### src/rtl/pipe_pkg.sv
// Shared types and constants for the pipeline stages: MEM FSM state,
// writeback control field layout and the abort data pattern.
package pipe_pkg;

  typedef enum logic {
    IDLE   = 1'b0,
    ACCESS = 1'b1
  } mem_state_t;

  localparam int WB_W        = 2;
  localparam int WB_REGWRITE = 1;
  localparam int WB_MEMTOREG = 0;

  localparam logic [31:0] ERR_DATA_DEF = 32'hDEADBEEF;

  function automatic logic is_word_aligned(input logic [31:0] addr);
    return (addr[1:0] == 2'b00);
  endfunction

endpackage

### src/rtl/mem_timeout_ctr.sv
// Clear/enable access-cycle counter for the MEM stage; saturates at TIMEOUT
// and flags the last allowed cycle (count == TIMEOUT-1).
module mem_timeout_ctr #(
  parameter int TIMEOUT = 16,
  parameter int CNT_W   = $clog2(TIMEOUT + 1)
) (
  input  logic clk,
  input  logic rst_n,
  input  logic clr,
  input  logic en,
  output logic tc
);

  localparam logic [CNT_W-1:0] CNT_MAX  = CNT_W'(TIMEOUT);
  localparam logic [CNT_W-1:0] CNT_LAST = CNT_W'(TIMEOUT - 1);

  logic [CNT_W-1:0] cnt_q, cnt_d;

  always_comb begin
    cnt_d = cnt_q;
    if (clr) begin
      cnt_d = '0;
    end else if (en && (cnt_q != CNT_MAX)) begin
      cnt_d = cnt_q + CNT_W'(1);
    end
  end

  always_ff @(posedge clk or negedge rst_n) begin
    if (!rst_n) begin
      cnt_q <= '0;
    end else begin
      cnt_q <= cnt_d;
    end
  end

  assign tc = (cnt_q == CNT_LAST);

endmodule

### src/rtl/mem_stage.sv
// MEM stage: branch/jump resolution, data-memory access over a req/ack bus
// with upstream stall and timeout abort, and the MEM/WB result registers.
module mem_stage
  import pipe_pkg::*;
#(
  parameter int          TIMEOUT  = 16,
  parameter logic [31:0] ERR_DATA = ERR_DATA_DEF
) (
  input  logic            clkMEM,
  input  logic            rstMEM_n,
  input  logic [WB_W-1:0] Wb2,
  input  logic            Branch,
  input  logic            MemRead,
  input  logic            MemWrite,
  input  logic [31:0]     tMux32,
  input  logic            ZFtAND,
  input  logic [31:0]     AluRes,
  input  logic [31:0]     tWriteData,
  input  logic [4:0]      toMEMWB,
  input  logic            jump_out,
  output logic            PCSrc,
  output logic [31:0]     PCTarget,
  output logic            stall,
  output logic            dmem_req,
  output logic            dmem_we,
  output logic [31:0]     dmem_addr,
  output logic [31:0]     dmem_wdata,
  input  logic [31:0]     dmem_rdata,
  input  logic            dmem_ack,
  output logic [WB_W-1:0] Wb3,
  output logic [31:0]     ReadData,
  output logic [31:0]     AluResOut,
  output logic [4:0]      rdOut,
  output logic            mem_err
);

  mem_state_t      state_q, state_d;
  logic            we_q, we_d;
  logic [31:0]     addr_q, addr_d;
  logic [31:0]     wdata_q, wdata_d;
  logic            load_q, load_d;
  logic [WB_W-1:0] wbc_q, wbc_d;
  logic [4:0]      rdc_q, rdc_d;
  logic [WB_W-1:0] wb3_q, wb3_d;
  logic [31:0]     rdata_q, rdata_d;
  logic [31:0]     alu_q, alu_d;
  logic [4:0]      rdout_q, rdout_d;
  logic            err_q, err_d;

  logic ctr_clr, ctr_en, ctr_tc;
  logic stall_c;
  logic is_mem, is_illegal;

  assign PCSrc    = (Branch & ZFtAND) | jump_out;
  assign PCTarget = tMux32;

  assign is_mem     = MemRead | MemWrite;
  assign is_illegal = (MemRead & MemWrite) | (is_mem & ~is_word_aligned(AluRes));

  mem_timeout_ctr #(.TIMEOUT(TIMEOUT)) u_ctr (
    .clk   (clkMEM),
    .rst_n (rstMEM_n),
    .clr   (ctr_clr),
    .en    (ctr_en),
    .tc    (ctr_tc)
  );

  always_comb begin
    state_d = state_q;
    we_d    = we_q;
    addr_d  = addr_q;
    wdata_d = wdata_q;
    load_d  = load_q;
    wbc_d   = wbc_q;
    rdc_d   = rdc_q;
    wb3_d   = wb3_q;
    rdata_d = rdata_q;
    alu_d   = alu_q;
    rdout_d = rdout_q;
    err_d   = err_q;
    ctr_clr = 1'b0;
    ctr_en  = 1'b0;
    stall_c = 1'b0;
    case (state_q)
      IDLE: begin
        if (is_illegal) begin
          wb3_d   = '0;
          err_d   = 1'b1;
          rdata_d = '0;
          alu_d   = AluRes;
          rdout_d = toMEMWB;
        end else if (is_mem) begin
          // Capture everything the access and its writeback need; upstream
          // holds its inputs while stalled, but nothing here depends on it.
          stall_c = 1'b1;
          we_d    = MemWrite;
          load_d  = MemRead;
          addr_d  = {AluRes[31:2], 2'b00};
          wdata_d = tWriteData;
          wbc_d   = Wb2;
          rdc_d   = toMEMWB;
          ctr_clr = 1'b1;
          wb3_d   = '0;
          err_d   = 1'b0;
          state_d = ACCESS;
        end else begin
          wb3_d   = Wb2;
          err_d   = 1'b0;
          rdata_d = '0;
          alu_d   = AluRes;
          rdout_d = toMEMWB;
        end
      end
      ACCESS: begin
        if (dmem_ack) begin
          wb3_d   = wbc_q;
          rdata_d = load_q ? dmem_rdata : 32'h0;
          alu_d   = addr_q;
          rdout_d = rdc_q;
          err_d   = 1'b0;
          state_d = IDLE;
        end else if (ctr_tc) begin
          wb3_d   = '0;
          rdata_d = ERR_DATA;
          alu_d   = addr_q;
          rdout_d = rdc_q;
          err_d   = 1'b1;
          state_d = IDLE;
        end else begin
          stall_c = 1'b1;
          ctr_en  = 1'b1;
          wb3_d   = '0;
          err_d   = 1'b0;
        end
      end
      default: state_d = IDLE;
    endcase
  end

  always_ff @(posedge clkMEM or negedge rstMEM_n) begin
    if (!rstMEM_n) begin
      state_q <= IDLE;
      we_q    <= 1'b0;
      addr_q  <= '0;
      wdata_q <= '0;
      load_q  <= 1'b0;
      wbc_q   <= '0;
      rdc_q   <= '0;
      wb3_q   <= '0;
      rdata_q <= '0;
      alu_q   <= '0;
      rdout_q <= '0;
      err_q   <= 1'b0;
    end else begin
      state_q <= state_d;
      we_q    <= we_d;
      addr_q  <= addr_d;
      wdata_q <= wdata_d;
      load_q  <= load_d;
      wbc_q   <= wbc_d;
      rdc_q   <= rdc_d;
      wb3_q   <= wb3_d;
      rdata_q <= rdata_d;
      alu_q   <= alu_d;
      rdout_q <= rdout_d;
      err_q   <= err_d;
    end
  end

  // Stall is masked during reset so upstream is never frozen by a held load.
  assign stall      = stall_c & rstMEM_n;
  assign dmem_req   = (state_q == ACCESS);
  assign dmem_we    = we_q;
  assign dmem_addr  = addr_q;
  assign dmem_wdata = wdata_q;
  assign Wb3        = wb3_q;
  assign ReadData   = rdata_q;
  assign AluResOut  = alu_q;
  assign rdOut      = rdout_q;
  assign mem_err    = err_q;

endmodule

### config.mk
export PLATFORM = sky130hd
export DESIGN_NAME = mem_stage
export DESIGN_NICKNAME = d
export VERILOG_FILES = /design/src/rtl/pipe_pkg.sv /design/src/rtl/mem_timeout_ctr.sv /design/src/rtl/mem_stage.sv
export SDC_FILE = /design/constraint.sdc
export NUM_CORES = 1
export LEC_CHECK = 0
export ABC_AREA = 1
export BUFFER_PORTS_ARGS = -buffer_cell sky130_fd_sc_hd__buf_2
export CAP_MARGIN = 15
export CORE_MARGIN = 4
export CORE_UTILIZATION = 28
export CTS_CLUSTER_DIAMETER = 120
export DETAILED_ROUTE_END_ITERATION = 6
export SYNTH_ARGS = -nofsm -noshare
export SYNTH_HDL_FRONTEND = slang
export SYNTH_SLANG_ARGS = --single-unit
### constraint.sdc
create_clock -name clkMEM -period 1.45 [get_ports clkMEM]
set_input_delay 0.0725 -clock clkMEM [delete_from_list [all_inputs] [get_ports clkMEM]]
set_output_delay 0.0725 -clock clkMEM [all_outputs]
set_load 0.01 [all_outputs]
==> impl_metrics.toml <==
[synthesis]
synth_top_area_share_pct = 54.0
synth-async-reset-ratio_pct = 100
yosysTopAreaCell = "dfrtp_1"
ys.warnings.count = 0
postSynthAreaPerCell_um2 = 8.23
synth_cell_type_count = 26
netlist_area_um2 = 6910
synthCells = 839
ys_top_cells_by_count = "343 x nand2_1, 149 x dfrtp_1, 111 x nand3_1"
synth_area_leaders = "dfrtp_1 54%, nand2_1 19%, nand3_1 8.0%"
synth_edf_count = 0
ys_seq_area_share_pct = 54.0
yosys_register_bits = 149
synthFlopType = "dfrtp_1"
yosysMostFrequentCell = "nand2_1"

[sta]
skew_ps = 9.92
setup_violations = 76
fmax_ghz = 0.550
drv_slew = 0
setup_tns_ps = -13090
final.setup.worst_slack_ps = -367
rsz0062_at_grt = "true"
period_needed_ps = 1820
post-route-period-util_pct = 125
hold_viol = 0

[route]
ant_nets = 0
drt-initial-drc-count = 496
drt_wl_total_um = 21700
drc_errors = 0
firstDrtPassIters = 5
vias = 6588
viasPerCell = 4.39
wl_per_cell_um = 14.4

[critical_path]
crit_arrival_ps = 1740
crit_fanout = 2
cpLargestDelayFamily = "flip-flops"
start_kind = "register"
cpMaxStageDelayCell = "dfrtp_1"
r2r_cells = 11
crit_chain = "ha_2 > nand2_1 > nor2_1 > ha_2 > inv_2 > nand3_4 > buf_6 > a21boi_4 > buf_6"
cp-endpoint = "stall"
startpoint = "u_ctr.cnt_q[1]$_DFFE_PN0P_"
cp-end-kind = "output port"
path_depth = 9
reg2reg_slack_ps = -320
critical_path_required_ps = 1380
r2r_end = "ReadData[24]$_DFFE_PN0P_"
r2r_start = "u_ctr.cnt_q[0]$_DFFE_PN0P_"
cpPeakStageDelay_ps = 380
worstSetupPathType = "register to output port"
crit_buf_inv = 3

[cts]
clkTransAtPathRegs_ps = 70
clock-sinks = 149
clk_latency_ps = 420
cts.htree.levels = 4
cts_buffers = 17
cts_tree = "built"
cts_root_buf = "clkbuf_16"
clock_path_buffers = 2

[placement]
hpwl_um = 13900
dpl.cell_count = 1352
port_buffers = 248
gp_congestion = 0.809
post-place-ws_ps = -147

[global_route]
grt_pass1_wl_um = 33300
grt_pass1_vias = 6332
grt_max_degree = 91
antenna_found_initial = 1
grt.total_usage_pct = 15.4
grt_overflow_total = 0

[cells_and_area]
flow.area_growth_from_synthesis_pct = 49.9
drive_above_1_share_pct = 28.8
fin_cells = 1502
finalNetCount = 1311
n_antenna_cell = 0

[flow_run]
max-cap-violations = 0

[die]
row_count = 57
dieArea_um2 = 27300
start_util_pct = 28.4
die_w_um = 165
coreArea_um2 = 24300
die_h_um = 165
io_pins = 315

[pwr]
p_per_area_nw_per_um2 = 1320
leakagePower_nw = 5.71
vdd_drop_max_mv = 0.782

[run_status]
status = "finished, violations left"
violations = "setup timing"

[min_path]
hp-class = "input port to register"
sequential cells by signal, summed over array words and instances (netlist names):
signal and cells:
dmem_req 1, Wb3 2, u_ctr.cnt_q 5, rdc_q 5
load_q 1, ReadData 32, mem_err 1, AluResOut 32
rdOut 5, dmem_wdata 32, dmem_addr 30, dmem_we 1
wbc_q 2
cells in the final DEF, fill, tap and decap left out, types with 3 or more instances in the layout:
master	netlist	final
bufinv_16	0	6
o21ai_1	6	6
nand3_1	111	111
nand2_1	343	342
buf_4	40	20
inv_1	51	50
inv_6	0	4
buf_12	1	12
inv_2	2	3
dlygate4sd3_1	0	104
dfrtp_1	149	148
buf_6	10	8
o21ai_0	69	69
bufbuf_16	0	4
clkbuf_16	0	17
buf_2	17	245
through the flow:
stage               util (%)  total power [mW]  cell area (µm²)  hold slack (ps)
floorplan                  -              6.95             7000             -223
global placement        34.3              8.18             8350              145
detailed placement      34.3              8.24             8350              145
CTS                     42.4              13.9            10300             11.1
global route            42.6              14.5            10400             33.3
finish                  42.6              13.7            10400             24.1
kinds of logic (layout without fill, tap and decap cells):
| family | Yosys count | after routing | synth area share, % |
|---|---|---|---|
| fa+ha+maj | 3 | 3 | 0.543 |
| compound gates | 79 | 79 | 5.87 |
| xor+xnor | 1 | 1 | 0.127 |
| flops | 149 | 149 | 54.0 |
| other cells | 1 | 2 | 0.0543 |
| buf+inv | 141 | 479 | 11.5 |
| simple gates | 465 | 465 | 28.0 |
what timing repair did:
item,4_1_cts,5_1_grt
pin swaps,3,1
hold buffers,104,0
endpoints found under the setup margin,77,78
endpoints found under the hold margin,254,0
resized for setup,8,8
setup buffers,9,1
cloned,4,0
worst min path at each step:
| stage | start | end | slack [ps] | depth (start not counted) |
|---|---|---|---|---|
| final | dmem_rdata[16] | ReadData[16]$_DFFE_PN0P_ | 20 | 5 |
| after global routing | MemWrite | Wb3[0]$_DFF_PN0_ | 30 | 4 |
| after CTS | dmem_rdata[16] | ReadData[16]$_DFFE_PN0P_ | 10 | 5 |
| after detailed placement | rstMEM_n | wbc_q[1]$_DFFE_PN0P_ | 150 | 2 |
| after global placement | tMux32[16] | PCTarget[16] | 150 | 0 |
| after floorplan | rstMEM_n | AluResOut[0]$_DFFE_PN0P_ | -220 | 0 |
metal layers:
layer | vias up | wire length, µm | global-route usage [%]
met1 | 3048 | 9350 | 20.1
met3 | 37 | 1390 | 3.08
li1 | 3262 | - | -
met5 | - | 13 | 0
met2 | 239 | 10400 | 25.2
met4 | 2 | 535 | 6.01
tightest hold or removal path, delay by kind of cell:
family / cells / cell delay [ps]
simple gates: 4 / 230
buf+inv: 1 / 80
cell type report:
type	instances	area (µm²)
well taps	324	405
multi-input cells	550	2450
repair buffers	394	2890
inverters	53	199
fillers	2406	14000
clock buffers	18	439
clock inverters	14	244
flip-flops and latches	149	3730
power breakdown:
group          internal (mW)  switching, mW  leakage, nW
clock network           3.30           1.86        0.328
logic                   1.48           1.73         3.50
registers               4.90          0.456         1.89
Power figures use the tool's default switching activity.
